<file path="config.mk">
export PLATFORM = sky130hd
export DESIGN_NAME = param_combo_lock_flat
export DESIGN_NICKNAME = d
export VERILOG_FILES = /design/src/rtl/param_combo_lock_if.sv /design/src/rtl/param_combo_lock.sv /design/src/flat_wrapper.sv
export SDC_FILE = /design/constraint.sdc
export NUM_CORES = 1
export LEC_CHECK = 0
export CORE_ASPECT_RATIO = 1.4
export CORE_MARGIN = 2
export CORE_UTILIZATION = 45
export CTS_BUF_LIST = sky130_fd_sc_hd__clkbuf_4 sky130_fd_sc_hd__clkbuf_8
export CTS_CLUSTER_DIAMETER = 120
export DETAILED_ROUTE_END_ITERATION = 10
export GPL_TIMING_DRIVEN = 0
export PLACE_DENSITY_LB_ADDON = 0.12
export SETUP_SLACK_MARGIN = 0.4
export SLEW_MARGIN = 25
export SYNTH_ARGS = -nofsm -noshare
export SYNTH_HDL_FRONTEND = slang
export SYNTH_SLANG_ARGS = --single-unit
export TNS_END_PERCENT = 5
</file>
<file path="constraint.sdc">
create_clock -name clk -period 2.7 [get_ports clk]
set_input_delay 0.54 -clock clk [delete_from_list [all_inputs] [get_ports clk]]
set_output_delay 0.54 -clock clk [all_outputs]
set_load 0.02 [all_outputs]
</file>
<file path="src/rtl/param_combo_lock_if.sv">
// Keypad-lock bus: groups the keypad inputs and the display/status outputs
// of param_combo_lock so that board top level and testbench connect through
// a single bundle.
//
//   digit_in  : candidate BCD digit (valid iff <= 9)
//   enter     : single-cycle strobe submitting digit_in
//   relock    : level, return to code entry
//   prog      : level, request code reprogramming while open
//   hex0..5   : active-low segments {g,f,e,d,c,b,a}, hex0 rightmost
//   is_open   : lock is open
//   lockout   : lock is in timed lockout
//   fail_cnt  : consecutive failed attempts
//   digit_idx : digits accepted in the current attempt / program pass
//
// master drives the keypad side (board top or testbench), slave is the lock.
interface param_combo_lock_if #(
  parameter int MAX_FAILS = 3
);
  localparam int FW = $clog2(MAX_FAILS + 1);

  logic [3:0]    digit_in;
  logic          enter;
  logic          relock;
  logic          prog;
  logic [6:0]    hex0;
  logic [6:0]    hex1;
  logic [6:0]    hex2;
  logic [6:0]    hex3;
  logic [6:0]    hex4;
  logic [6:0]    hex5;
  logic          is_open;
  logic          lockout;
  logic [FW-1:0] fail_cnt;
  logic [2:0]    digit_idx;

  modport master (
    output digit_in, enter, relock, prog,
    input  hex0, hex1, hex2, hex3, hex4, hex5,
    input  is_open, lockout, fail_cnt, digit_idx
  );

  modport slave (
    input  digit_in, enter, relock, prog,
    output hex0, hex1, hex2, hex3, hex4, hex5,
    output is_open, lockout, fail_cnt, digit_idx
  );
endinterface

</file>
<file path="src/rtl/param_combo_lock.sv">
// Parametrised keypad combination lock with six 7-segment displays.
//
// Digits are taken one per enter strobe. A full attempt always consumes
// N_DIGITS digits (no early exit on a wrong digit, so timing leaks nothing).
// MAX_FAILS consecutive failed attempts force a lockout lasting exactly
// LOCKOUT_CYCLES clocks, which only rst can cut short. While open, the code
// can be rewritten through a shadow register that is committed only after a
// complete program pass, so an aborted pass leaves the old code intact.
//
// Ports:
//   clk  : system clock, all state updates on posedge
//   rst  : synchronous active-high reset
//   bus  : param_combo_lock_if.slave (keypad inputs, displays, status)
module param_combo_lock #(
  parameter int          N_DIGITS       = 6,
  parameter logic [23:0] DEFAULT_CODE   = 24'h722297,
  parameter int          MAX_FAILS      = 3,
  parameter int          LOCKOUT_CYCLES = 16
) (
  input  logic              clk,
  input  logic              rst,
  param_combo_lock_if.slave bus
);

  localparam int FW = $clog2(MAX_FAILS + 1);
  localparam int TW = $clog2(LOCKOUT_CYCLES + 1);

  localparam logic [2:0]    IDX_LAST   = 3'(N_DIGITS - 1);
  localparam logic [FW-1:0] FAIL_LAST  = FW'(MAX_FAILS - 1);
  localparam logic [FW-1:0] FAIL_MAX   = FW'(MAX_FAILS);
  localparam logic [TW-1:0] TIMER_INIT = TW'(LOCKOUT_CYCLES);

  // Segment glyphs, active low, bit order {g,f,e,d,c,b,a}
  localparam logic [6:0] SEG_OFF = 7'b1111111;
  localparam logic [6:0] SEG_E   = 7'b0000110;
  localparam logic [6:0] SEG_R   = 7'b0101111;
  localparam logic [6:0] SEG_O   = 7'b1000000;
  localparam logic [6:0] SEG_P   = 7'b0001100;
  localparam logic [6:0] SEG_N   = 7'b0101011;
  localparam logic [6:0] SEG_C   = 7'b1000110;
  localparam logic [6:0] SEG_L   = 7'b1000111;
  localparam logic [6:0] SEG_S   = 7'b0010010;
  localparam logic [6:0] SEG_D   = 7'b1000000;

  typedef enum logic [2:0] {
    ST_ENTRY   = 3'd0,
    ST_CLOSED  = 3'd1,
    ST_OPEN    = 3'd2,
    ST_LOCKOUT = 3'd3,
    ST_PROGRAM = 3'd4
  } state_t;

  state_t        state_q,     state_d;
  logic [2:0]    digit_idx_q, digit_idx_d;
  logic          mismatch_q,  mismatch_d;
  logic [FW-1:0] fail_cnt_q,  fail_cnt_d;
  logic [TW-1:0] timer_q,     timer_d;
  logic [23:0]   code_q,      code_d;
  logic [23:0]   shadow_q,    shadow_d;
  logic          is_open_q,   is_open_d;
  logic          lockout_q,   lockout_d;

  logic          digit_ok;
  logic          accept;
  logic          last_digit;
  logic          mismatch_now;
  logic [23:0]   shadow_wr;

  // Nibble position of entry index i: index 0 is the most significant used
  // nibble, so the code reads left to right in the order it is typed.
  function automatic int digit_pos(input logic [2:0] i);
    int p;
    p = N_DIGITS - 1 - int'(i);
    return (p < 0) ? 0 : p;
  endfunction

  function automatic logic [3:0] get_digit(input logic [23:0] c, input logic [2:0] i);
    logic [23:0] s;
    s = c >> (4 * digit_pos(i));
    return s[3:0];
  endfunction

  function automatic logic [23:0] set_digit(input logic [23:0] c, input logic [2:0] i,
                                            input logic [3:0] d);
    int sh;
    sh = 4 * digit_pos(i);
    return (c & ~(24'hF << sh)) | ({20'd0, d} << sh);
  endfunction

  function automatic logic [6:0] seg_digit(input logic [3:0] d);
    case (d)
      4'd0:    return 7'b1000000;
      4'd1:    return 7'b1111001;
      4'd2:    return 7'b0100100;
      4'd3:    return 7'b0110000;
      4'd4:    return 7'b0011001;
      4'd5:    return 7'b0010010;
      4'd6:    return 7'b0000010;
      4'd7:    return 7'b1111000;
      4'd8:    return 7'b0000000;
      4'd9:    return 7'b0010000;
      default: return SEG_OFF;
    endcase
  endfunction

  assign digit_ok   = (bus.digit_in <= 4'd9);
  assign accept     = bus.enter && digit_ok;
  assign last_digit = (digit_idx_q == IDX_LAST);

  // Next-state logic. Priority inside each state: relock > prog > enter.
  always_comb begin
    state_d      = state_q;
    digit_idx_d  = digit_idx_q;
    mismatch_d   = mismatch_q;
    fail_cnt_d   = fail_cnt_q;
    timer_d      = timer_q;
    code_d       = code_q;
    shadow_d     = shadow_q;
    mismatch_now = mismatch_q | (bus.digit_in != get_digit(code_q, digit_idx_q));
    shadow_wr    = set_digit(shadow_q, digit_idx_q, bus.digit_in);

    case (state_q)
      ST_ENTRY: begin
        if (bus.relock) begin
          digit_idx_d = 3'd0;
          mismatch_d  = 1'b0;
        end else if (accept) begin
          if (last_digit) begin
            digit_idx_d = 3'd0;
            mismatch_d  = 1'b0;
            if (!mismatch_now) begin
              state_d    = ST_OPEN;
              fail_cnt_d = '0;
            end else if (fail_cnt_q == FAIL_LAST) begin
              state_d    = ST_LOCKOUT;
              timer_d    = TIMER_INIT;
              fail_cnt_d = FAIL_MAX;
            end else begin
              state_d    = ST_CLOSED;
              fail_cnt_d = fail_cnt_q + 1'b1;
            end
          end else begin
            digit_idx_d = digit_idx_q + 3'd1;
            mismatch_d  = mismatch_now;
          end
        end
      end

      ST_CLOSED: begin
        // Any enter, even an invalid digit, just acknowledges the failure.
        if (bus.relock) begin
          state_d     = ST_ENTRY;
          digit_idx_d = 3'd0;
          mismatch_d  = 1'b0;
        end else if (bus.enter) begin
          state_d = ST_ENTRY;
        end
      end

      ST_OPEN: begin
        if (bus.relock) begin
          state_d = ST_ENTRY;
        end else if (bus.prog) begin
          state_d     = ST_PROGRAM;
          digit_idx_d = 3'd0;
          shadow_d    = code_q;
        end
      end

      ST_PROGRAM: begin
        if (bus.relock) begin
          state_d     = ST_ENTRY;
          digit_idx_d = 3'd0;
        end else if (accept) begin
          shadow_d = shadow_wr;
          if (last_digit) begin
            code_d      = shadow_wr;
            digit_idx_d = 3'd0;
            state_d     = ST_ENTRY;
          end else begin
            digit_idx_d = digit_idx_q + 3'd1;
          end
        end
      end

      ST_LOCKOUT: begin
        // Exit on timer==1 so the state is held for exactly TIMER_INIT
        // cycles; a zero timer can only arise from corruption and also exits.
        timer_d = timer_q - 1'b1;
        if (timer_q <= TW'(1)) begin
          state_d    = ST_ENTRY;
          fail_cnt_d = '0;
          timer_d    = '0;
        end
      end

      default: begin
        state_d     = ST_ENTRY;
        digit_idx_d = 3'd0;
        mismatch_d  = 1'b0;
      end
    endcase

    is_open_d = (state_d == ST_OPEN);
    lockout_d = (state_d == ST_LOCKOUT);
  end

  always_ff @(posedge clk) begin
    if (rst) begin
      state_q     <= ST_ENTRY;
      digit_idx_q <= 3'd0;
      mismatch_q  <= 1'b0;
      fail_cnt_q  <= '0;
      timer_q     <= '0;
      code_q      <= DEFAULT_CODE;
      shadow_q    <= 24'd0;
      is_open_q   <= 1'b0;
      lockout_q   <= 1'b0;
    end else begin
      state_q     <= state_d;
      digit_idx_q <= digit_idx_d;
      mismatch_q  <= mismatch_d;
      fail_cnt_q  <= fail_cnt_d;
      timer_q     <= timer_d;
      code_q      <= code_d;
      shadow_q    <= shadow_d;
      is_open_q   <= is_open_d;
      lockout_q   <= lockout_d;
    end
  end

  // Display: combinational from the current state and the live digit_in so
  // the user sees the digit before pressing enter.
  always_comb begin
    bus.hex0 = SEG_OFF;
    bus.hex1 = SEG_OFF;
    bus.hex2 = SEG_OFF;
    bus.hex3 = SEG_OFF;
    bus.hex4 = SEG_OFF;
    bus.hex5 = SEG_OFF;
    case (state_q)
      ST_ENTRY, ST_PROGRAM: begin
        if (state_q == ST_PROGRAM) bus.hex5 = SEG_P;
        if (digit_ok) begin
          bus.hex0 = seg_digit(bus.digit_in);
        end else begin
          bus.hex4 = SEG_E;
          bus.hex3 = SEG_R;
          bus.hex2 = SEG_R;
          bus.hex1 = SEG_O;
          bus.hex0 = SEG_R;
        end
      end
      ST_CLOSED: begin
        bus.hex5 = SEG_C;
        bus.hex4 = SEG_L;
        bus.hex3 = SEG_O;
        bus.hex2 = SEG_S;
        bus.hex1 = SEG_E;
        bus.hex0 = SEG_D;
      end
      ST_OPEN: begin
        bus.hex3 = SEG_O;
        bus.hex2 = SEG_P;
        bus.hex1 = SEG_E;
        bus.hex0 = SEG_N;
      end
      ST_LOCKOUT: begin
        bus.hex2 = SEG_L;
        bus.hex1 = SEG_O;
        bus.hex0 = SEG_C;
      end
      default: ;
    endcase
  end

  assign bus.is_open   = is_open_q;
  assign bus.lockout   = lockout_q;
  assign bus.fail_cnt  = fail_cnt_q;
  assign bus.digit_idx = digit_idx_q;

endmodule
</file>
<file path="src/flat_wrapper.sv">
// flat-port wrapper written by rule: the top's interface ports become plain ports
module param_combo_lock_flat 
#(
  parameter int          N_DIGITS       = 6,
  parameter logic [23:0] DEFAULT_CODE   = 24'h722297,
  parameter int          MAX_FAILS      = 3,
  parameter int          LOCKOUT_CYCLES = 16
)
  (clk, rst, bus_digit_in, bus_enter, bus_relock, bus_prog, bus_hex0, bus_hex1, bus_hex2, bus_hex3, bus_hex4, bus_hex5, bus_is_open, bus_lockout, bus_fail_cnt, bus_digit_idx);
  param_combo_lock_if #(.MAX_FAILS(MAX_FAILS)) bus_i ();
  input  logic clk;
  input  logic rst;
  input wire logic [$bits(bus_i.digit_in)-1:0] bus_digit_in;
  input wire logic [$bits(bus_i.enter)-1:0] bus_enter;
  input wire logic [$bits(bus_i.relock)-1:0] bus_relock;
  input wire logic [$bits(bus_i.prog)-1:0] bus_prog;
  output wire logic [$bits(bus_i.hex0)-1:0] bus_hex0;
  output wire logic [$bits(bus_i.hex1)-1:0] bus_hex1;
  output wire logic [$bits(bus_i.hex2)-1:0] bus_hex2;
  output wire logic [$bits(bus_i.hex3)-1:0] bus_hex3;
  output wire logic [$bits(bus_i.hex4)-1:0] bus_hex4;
  output wire logic [$bits(bus_i.hex5)-1:0] bus_hex5;
  output wire logic [$bits(bus_i.is_open)-1:0] bus_is_open;
  output wire logic [$bits(bus_i.lockout)-1:0] bus_lockout;
  output wire logic [$bits(bus_i.fail_cnt)-1:0] bus_fail_cnt;
  output wire logic [$bits(bus_i.digit_idx)-1:0] bus_digit_idx;
  assign bus_i.digit_in = bus_digit_in;
  assign bus_i.enter = bus_enter;
  assign bus_i.relock = bus_relock;
  assign bus_i.prog = bus_prog;
  assign bus_hex0 = bus_i.hex0;
  assign bus_hex1 = bus_i.hex1;
  assign bus_hex2 = bus_i.hex2;
  assign bus_hex3 = bus_i.hex3;
  assign bus_hex4 = bus_i.hex4;
  assign bus_hex5 = bus_i.hex5;
  assign bus_is_open = bus_i.is_open;
  assign bus_lockout = bus_i.lockout;
  assign bus_fail_cnt = bus_i.fail_cnt;
  assign bus_digit_idx = bus_i.digit_idx;
  param_combo_lock #(.N_DIGITS(N_DIGITS), .DEFAULT_CODE(DEFAULT_CODE), .MAX_FAILS(MAX_FAILS), .LOCKOUT_CYCLES(LOCKOUT_CYCLES)) u_core (.clk(clk), .rst(rst), .bus(bus_i));
endmodule
</file>
Word-level counts from Yosys, hierarchy flattened
Memories as Yosys holds them, arrays and structs flattened.
Index checks and enable logic that the tools add are counted.
Word-level totals
  memories: 1
  bits in registers: 64
  input bits: 9
  memory bits (read-only): 112
Operators by class
  magnitude comparators: 3
  add/subtract/negate cells: 4
  shift-type cells: 3
  muxes and demuxes: 57
  equal/unequal tests: 22
  reduce and logical (&&, ||, !) cells: 13
  bitwise gates (word level): 7
Memories
  (no name shown): words 16, bits a word 7, read ports 1, clocked after Yosys merged registers in 0, write ports 0, RTL line param_combo_lock.sv:91  | case (d)
Operators by type and width (count)
  $mux W24: 4
  $pmux W7 S4: 2
  $mux W3: 18
  $pmux W24 S2: 1
  $pmux W7 S2: 3
  $shl A4 B32 Y24: 1
  $shl A4 B32 Y24 const A: 1
  $shr A24 B32 Y4: 1
  $mux W30: 1
  $mux W5: 6
  $mux W7: 4
  $and A24 B24 Y24: 1
  $not A24 Y24: 1
  $or A24 B24 Y24: 1
  $pmux W7 S3: 1
  $pmux W3 S5: 1
  $reduce_and A5 Y1: 3
  $mux W2: 7
  $eq A3 B2 Y1 const B: 4
  $ne A2 B1 Y1 const B: 6
  $pmux W3 S4: 1
  $ne A2 B2 Y1 const B: 5
  $pmux W5 S2: 1
  $eq A3 B3 Y1 const B: 2
  other kinds (26): 33

Longest topological paths before layout
Gate-level depths: netlist (run 1).
  depth in word-level cells: 12
  mapped depth: 9
  depth with buffers taken out: 9

Least setup slack after synthesis (run 1)
No wires, ideal clock.
  path type: input to output
  start point: input port bus_digit_in[0]
  end point: output port bus_hex1[3]
  path buffers: 2
  stages: 7
  data arrival time: 2.076 ns
  slack: 0.084 ns
  required time: 2.160 ns
  path through: inv_1 ha_1 o21bai_1 and3_1 clkbuf_1 a21oi_1 buf_4
Between the ends
  longest elaborated chain between the ends: 3
Ends and longest elaborated chain
  start: declaration: RTL line flat_wrapper.sv:13  | input wire logic [$bits(bus_i.digit_in)-1:0] bus_digit_in;
  $le A4 B4 Y1: RTL line param_combo_lock.sv:106  | assign digit_ok = (bus.digit_in <= 4'd9);
  $mux W6: RTL line param_combo_lock.sv:244  | if (digit_ok) begin
  $pmux W7 S3: RTL line param_combo_lock.sv:241  | case (state_q)
  end: declaration: RTL line flat_wrapper.sv:18  | output wire logic [$bits(bus_i.hex1)-1:0] bus_hex1;
Every way passes these cells.

Worst setup path in the final report (run 1)
  start point: input port bus_digit_in[3]
  end point: output port bus_hex0[4]
Between the ends
  longest elaborated chain between the ends: 3
  elaborated cells on any way between the ends: 4
  classes of those cells: order compare: 1; mux: 2; memory: 1
Ends and longest elaborated chain
  $mem_v2 Z16 W7 or $le A4 B4 Y1 (tied branches)
  $mux W7 *: RTL line param_combo_lock.sv:244
  $pmux W7 S4 *: RTL line param_combo_lock.sv:241
  end: declaration: RTL line flat_wrapper.sv:17  | output wire logic [$bits(bus_i.hex0)-1:0] bus_hex0;
Mark *: on every way between the ends. The rest lies on a longest branch, timed or not.

==> flow_metrics.py, run 1 <==
metrics = {
    "sta": {
        "min_period_over_period_pct": 95.8,
        "fmax_mhz": 387,
        "layout_min_cycle_time_ps": 2590,
        "setup_viol": 0,
        "hold_viol": 0,
        "slew_violations": 0,
        "holdWs_ps": 471,
        "setup_ws_ps": 115,
        "rsz0062_at_grt": "yes",
        "worst_pin_slew_ps": 944,
        "finClkSkew_ps": 10.5,
        "relSlewSlack_pct": 36.6,
    },
    "critical_path": {
        "crit_fanout": 10,
        "crit_path_end": "bus_hex0[4]",
        "r2r_start": "u_core.bus.digit_idx[0]",
        "regToRegEndpoint": "u_core.timer_q[2]",
        "critPathKind": "primary input to output port",
        "cpMaxStageDelayCell": "clkdlybuf4s15_1",
        "crit_family": "buffers and inverters",
        "cp.required_ps": 2160,
        "path_buf_inv": 4,
        "cpPeakStageDelay_ps": 340,
        "crit_path_end_kind": "output port",
        "rr_worst_depth": 9,
        "r2r_slack_ps": 210,
        "cp-start-kind": "primary input",
        "worstPathCellList": "clkbuf_1 > clkbuf_4 > inv_1 > a31oi_1 > o21ai_0 > a21oi_1 > clkdlybuf4s15_1",
        "cp.depth": 7,
        "worstPathArrival_ps": 2050,
        "critPathLaunch": "bus_digit_in[3]",
    },
    "logic_synthesis": {
        "seq_area_frac_synth_pct": 34.1,
        "synth.avg_cell_area_sq_um": 7.80,
        "synth_xor_area_share_pct": 1.16,
        "yosysTopAreaCellShare_pct": 34.1,
        "synthFlopType": "dfxtp_1",
        "yosysTopAreaCell": "dfxtp_1",
        "synth_top_family_by_area": "compound AO/OA/AOI/OAI gates",
        "synthAdderAreaFrac_pct": 2.99,
        "yosys.area_share.simple_pct": 17.1,
        "synthTopCellsByArea": "dfxtp_1, a21oi_1, a211oi_1, nor2_1, o22ai_1",
        "synth_edf_count": 0,
        "synth-seq-cells": 64,
        "yosys_warnings": 0,
        "ys_types": 51,
        "netlist_instances": 482,
        "ys_async_sr_fraction_pct": 0,
        "synth.cell_area_sq_um": 3760,
        "muxShareOfSynthArea_pct": 6.75,
        "synth_compound_area_share_pct": 27.4,
    },
    "global_route": {
        "grt_pass1_vias": 3671,
        "grt_antenna_before_repair": 0,
        "top_usage_layer": "met2",
        "met1_usage_pct": 31.0,
        "grt_overflow_total": 0,
        "grt_max_degree": 11,
        "grt_pass1_wl_um": 18700,
        "grt_usage_pct": 26.6,
        "met2_usage_pct": 44.9,
        "use_met3_pct": 5.31,
    },
    "clocking": {
        "htree_num_levels": 3,
        "clk_pin_slew_ps": 70,
        "cts_made_buffers": 9,
        "clk_latency_ps": 350,
        "cts-root-buf": "clkbuf_8",
        "holdBufCountCts": 0,
        "cts_num_sinks": 64,
        "cts_tree": "yes",
        "cts.path.max_buffers": 2,
    },
    "cells_and_area": {
        "area_growth_pct": 32.8,
        "final_common_cell": "dfxtp_1",
        "final_cell_mix": "dfxtp_1, nor2_1, a21oi_1, buf_4, nand2_1",
        "fin_nets": 583,
        "drive_gt1_share_pct": 21.4,
        "n_antenna_cell": 0,
    },
    "routing": {
        "drc": 0,
        "drtAntennaViolNets": 0,
        "wl_per_cell_um": 17.9,
        "viasPerCell": 5.84,
        "num_vias": 3921,
        "wl_um": 12000,
        "initialDrtViolationCount": 290,
        "firstDrtPassIters": 5,
    },
    "placement": {
        "place_ws_ps": -1180,
        "gp_congestion": 0.949,
        "hpwl_um": 8550,
        "port_buffers": 51,
    },
    "status": {
        "status": "completed",
    },
    "hold_path": {
        "min_path_type": "flop to flop",
        "hold_start": "u_core.shadow_q[13]",
    },
    "floorplanning": {
        "die_h_um": 112,
        "rows": 39,
        "fp.dieW_um": 81.3,
        "pin_count": 58,
        "initial_core_util_pct": 46.2,
        "dieArea_sq_um": 9120,
        "coreArea_sq_um": 8150,
    },
    "run": {
        "max_cap_viol_count": 0,
    },
    "power_and_ir_drop": {
        "powerDensity_nw_per_um2": 421,
        "peakVddDrop_v": 0.000282,
        "p_leak_nw": 1.86,
    },
}
metrics by stage:
| step | total power, mW | cells | setup TNS [ps] | instance area (sq um) | utilization [%] |
|---|---|---|---|---|---|
| 2_1_floorplan | 1.15 | 484 | 0 | 3790 | - |
| 3_3_place_gp | 1.25 | 637 | -70310 | 4430 | 54.3 |
| 3_5_place_dp | 1.26 | 637 | -69550 | 4430 | 54.3 |
| 4_1_cts | 2.09 | 667 | 0 | 4920 | 60.3 |
| 5_1_grt | 2.16 | 671 | 0 | 4990 | 61.3 |
| 6_report | 2.10 | 671 | 0 | 4990 | 61.3 |
sequential cells by signal, indices dropped and copies added, names as in the netlist, 2 cells and up:
| register | flops |
|---|---|
| u_core.timer_q | 5 |
| u_core.code_q | 24 |
| u_core.shadow_q | 24 |
| u_core.bus.fail_cnt | 2 |
| u_core.bus.digit_idx | 3 |
| u_core.state_q | 3 |
what timing repair did:
item	CTS	global route
gates resized for setup	139	16
endpoints found under the setup margin	103	99
pin swaps	8	4
buffers inserted	15	4
layer usage:
| layer | vias up | share of wire [%] | wire (um) |
|---|---|---|---|
| li1 | 1892 | - | - |
| met1 | 1843 | 40 | 4790 |
| met2 | 148 | 50 | 6020 |
| met3 | 38 | 5.7 | 677 |
| met4 | 0 | 4.1 | 489 |
| met5 | - | 0 | 0 |
synth_stat cells, drive strengths merged, types with 3 or more instances:
library cell / count
dfxtp: 64
nor2: 54
a21oi: 49
nand2: 41
clkbuf: 31
a211oi: 30
buf: 25
inv: 25
o22ai: 25
o21ai: 16
mux2i: 13
nor3: 13
nand3: 10
a221oi: 9
ha: 9
a311oi: 5
mux2: 5
nor2b: 5
a211o: 4
nor4: 4
o211ai: 4
a21boi: 3
mux4: 3
nand3b: 3
o311ai: 3
or3: 3
xnor2: 3
worst min-delay path, cell delays in order (launching register included):
cell and delay, ps:
dfxtp_1 310, inv_1 40, a221oi_1 60
layout make-up:
cell class                      count  area (sq um)
Fill cell                         714          3150
Buffer                             56           384
Clock inverter                      3          42.5
Inverter                           26           105
Clock buffer                       12           153
Timing Repair Buffer               70           633
Tap cell                          102           128
Multi-Input combinational cell    338          2260
Sequential cell                    64          1290
logic make-up after synthesis:
kind of cell             after synthesis
AO/OA/AOI/OAI                        158
AND/OR/NAND/NOR                      142
adder cells (fa/ha/maj)                9
buffers and inverters                 82
multiplexers                          21
flip-flops                            64
XOR/XNOR                               5
other                                  1
worst min path at each step:
| stage | end | slack [ps] | cells after the start |
|---|---|---|---|
| after global routing | u_core.shadow_q[12] | 500 | 2 |
| after detailed placement | u_core.bus.fail_cnt[0] | 460 | 2 |
| after CTS | u_core.bus.fail_cnt[0] | 470 | 2 |
| after floorplan | u_core.shadow_q[13] | 450 | 2 |
| final | u_core.shadow_q[13] | 470 | 2 |
| after global placement | u_core.shadow_q[17] | 460 | 2 |
power breakdown:
part	switching [mW]	leakage, nW	internal (mW)
sequential	0.00298	0.518	0.945
clock	0.370	0.0993	0.466
combinational	0.184	1.25	0.134
Note: power is estimated with default switching activity, not from simulation.
==> run 2, diff against run 1 <==
--- a/config.mk
+++ b/config.mk
@@ -5,9 +5,11 @@
 export SDC_FILE = /design/constraint.sdc
 export NUM_CORES = 1
 export LEC_CHECK = 0
+export CELL_PAD_IN_SITES_DETAIL_PLACEMENT = 1
+export CELL_PAD_IN_SITES_GLOBAL_PLACEMENT = 2
 export CORE_ASPECT_RATIO = 1.4
 export CORE_MARGIN = 2
-export CORE_UTILIZATION = 45
+export CORE_UTILIZATION = 32
 export CTS_BUF_LIST = sky130_fd_sc_hd__clkbuf_4 sky130_fd_sc_hd__clkbuf_8
 export CTS_CLUSTER_DIAMETER = 120
 export DETAILED_ROUTE_END_ITERATION = 10
==> run 2 against run 1 <==
Net effect: first-iteration DRC count down 51%; via count fell by 0.26%; final cell count increased by 6.7%; clock power grew 7.3%; combinational power up 6.6%; sequential power is essentially flat; worst setup slack better by 63 ps; routed wire length grew 20%; critical path depth decreased by 1; critical path type is now primary input to flop.
==> flow_metrics.py, run 2 (synthesis gave the netlist of run 1 again) <==
metrics = {
    "status": {
        "status": "completed",
    },
    "critical_path": {
        "crit_fanout": 6,
        "cpMaxStageDelayCell": "nor4_1",
        "critPathKind": "primary input to flop",
        "cpPeakStageDelay_ps": 810,
        "cp-start-kind": "primary input",
        "crit_path_end_kind": "flop",
        "worstPathArrival_ps": 2790,
        "cp.required_ps": 2970,
        "worstPathCellList": "clkdlybuf4s50_1 > inv_1 > nand2_1 > nor4_1 > nand3_1 > a41o_1",
    },
    "cells_and_area": {
        "regArea_sq_um": 1290,
        "drive_gt1_share_pct": 23.8,
        "stdcell_area_sq_um": 5120,
        "final_cell_mix": "dfxtp_1, nor2_1, a21oi_1, buf_4, nand2_1",
        "final_common_cell": "dfxtp_1",
        "multiInputGateArea_sq_um": 2290,
        "reg_top3": "u_core.code_q (24), u_core.shadow_q (24), u_core.timer_q (5)",
        "fin_nets": 585,
        "area_growth_pct": 36.2,
        "finalNonFillerCells": 716,
        "n_antenna_cell": 0,
        "nFillCells": 1363,
    },
    "floorplanning": {
        "initial_core_util_pct": 33.0,
        "die_h_um": 132,
        "rows": 46,
        "pin_count": 58,
        "coreArea_sq_um": 11400,
        "fp.dieW_um": 95.6,
        "dieArea_sq_um": 12600,
    },
    "clocking": {
        "cts_made_buffers": 9,
        "cts-root-buf": "clkbuf_8",
        "clk_pin_slew_ps": 80,
        "cts_tree": "yes",
        "clk_latency_ps": 370,
        "cts.path.max_buffers": 2,
        "cts_num_sinks": 64,
        "htree_num_levels": 3,
        "holdBufCountCts": 0,
    },
    "hold_path": {
        "min_path_type": "flop to flop",
    },
    "run": {
        "max_cap_viol_count": 0,
    },
    "placement": {
        "dpl_cell_area_sq_um": 4480,
        "hpwl_um": 10300,
        "dp.cells": 679,
        "gp_congestion": 0.826,
        "port_buffers": 51,
    },
    "power_and_ir_drop": {
        "power_mw": 2.18,
        "powerDensity_nw_per_um2": 426,
        "peakVddDrop_v": 0.000258,
        "p_leak_nw": 1.89,
    },
    "global_route": {
        "grt_pass1_wl_um": 22300,
        "grt_overflow_total": 0,
        "grt_pass1_vias": 4004,
        "grt_max_degree": 13,
        "grt_antenna_before_repair": 0,
        "grt_usage_pct": 23.3,
    },
    "sta": {
        "layout_min_cycle_time_ps": 2520,
        "rsz0062_at_grt": "yes",
        "setup_viol": 0,
        "worst_pin_slew_ps": 1050,
        "finClkSkew_ps": 14.7,
        "holdWs_ps": 474,
        "setup_tns_ps": 0,
        "slew_violations": 0,
        "hold_viol": 0,
        "min_period_over_period_pct": 93.4,
        "relSlewSlack_pct": 29.6,
        "fmax_mhz": 396,
    },
    "routing": {
        "firstDrtPassIters": 4,
        "initialDrtViolationCount": 142,
        "wl_per_cell_um": 20.2,
        "wl_um": 14400,
        "drtAntennaViolNets": 0,
        "viasPerCell": 5.46,
        "drc": 0,
        "num_vias": 3911,
    },
}
## run 2: repair_timing
action,in CTS,in global routing
pin swaps,10,0
buffers inserted,16,4
resized for setup,171,22
gates cloned,1,0
endpoints found under the setup margin,103,94
## run 2: cell type report
cell class,instances,area share [%]
Multi-Input combinational cell,338,44.8
Buffer,56,7.99
Inverter,26,2.00
Sequential cell,64,25.2
Timing Repair Buffer,72,12.5
Tap cell,144,3.52
Clock buffer,11,2.83
Clock inverter,5,1.25
## run 2: power by group
part | leakage (nW) | internal, mW | switching [mW]
Sequential | 0.518 | 0.945 | 0.00311
Clock | 0.104 | 0.468 | 0.428
Combinational | 1.27 | 0.145 | 0.194
Total | 1.89 | 1.56 | 0.625
## run 2: final timing paths
| kind | slack [ps] | start | to | depth (start not counted) |
|---|---|---|---|---|
| min reg2reg | 470 | u_core.bus.fail_cnt[0] | u_core.bus.fail_cnt[0] | 2 |
| min | 470 | u_core.bus.fail_cnt[0] | u_core.bus.fail_cnt[0] | 2 |
| max | 180 | bus_relock | u_core.timer_q[0] | 6 |
| max reg2reg | 180 | u_core.bus.digit_idx[0] | u_core.timer_q[2] | 9 |
## run 2: worst max-delay path: cells and delay by family
| family | cells | cell delay (ps) |
|---|---|---|
| and+or+nand+nor | 3 | 1250 |
| AOI/OAI and AO/OA | 1 | 310 |
| buffers and inverters | 2 | 690 |
## run 2: routing by layer
layer  vias to the layer above  wire length [um]  track usage [%]
li1                       1903                 -                -
met2                        95              7800             42.7
met4                         0               401             8.81
met1                      1889              5670             25.9
met5                         -                 0                0
met3                        24               551             4.00
## run 2: stage by stage
stage | worst slack (ps) | utilization (%)
after floorplan | 222 | -
after global placement | -1270 | 39.3
after detailed placement | -1280 | 39.3
after CTS | 155 | 44.3
after global routing | 50.5 | 44.9
final | 177 | 44.9
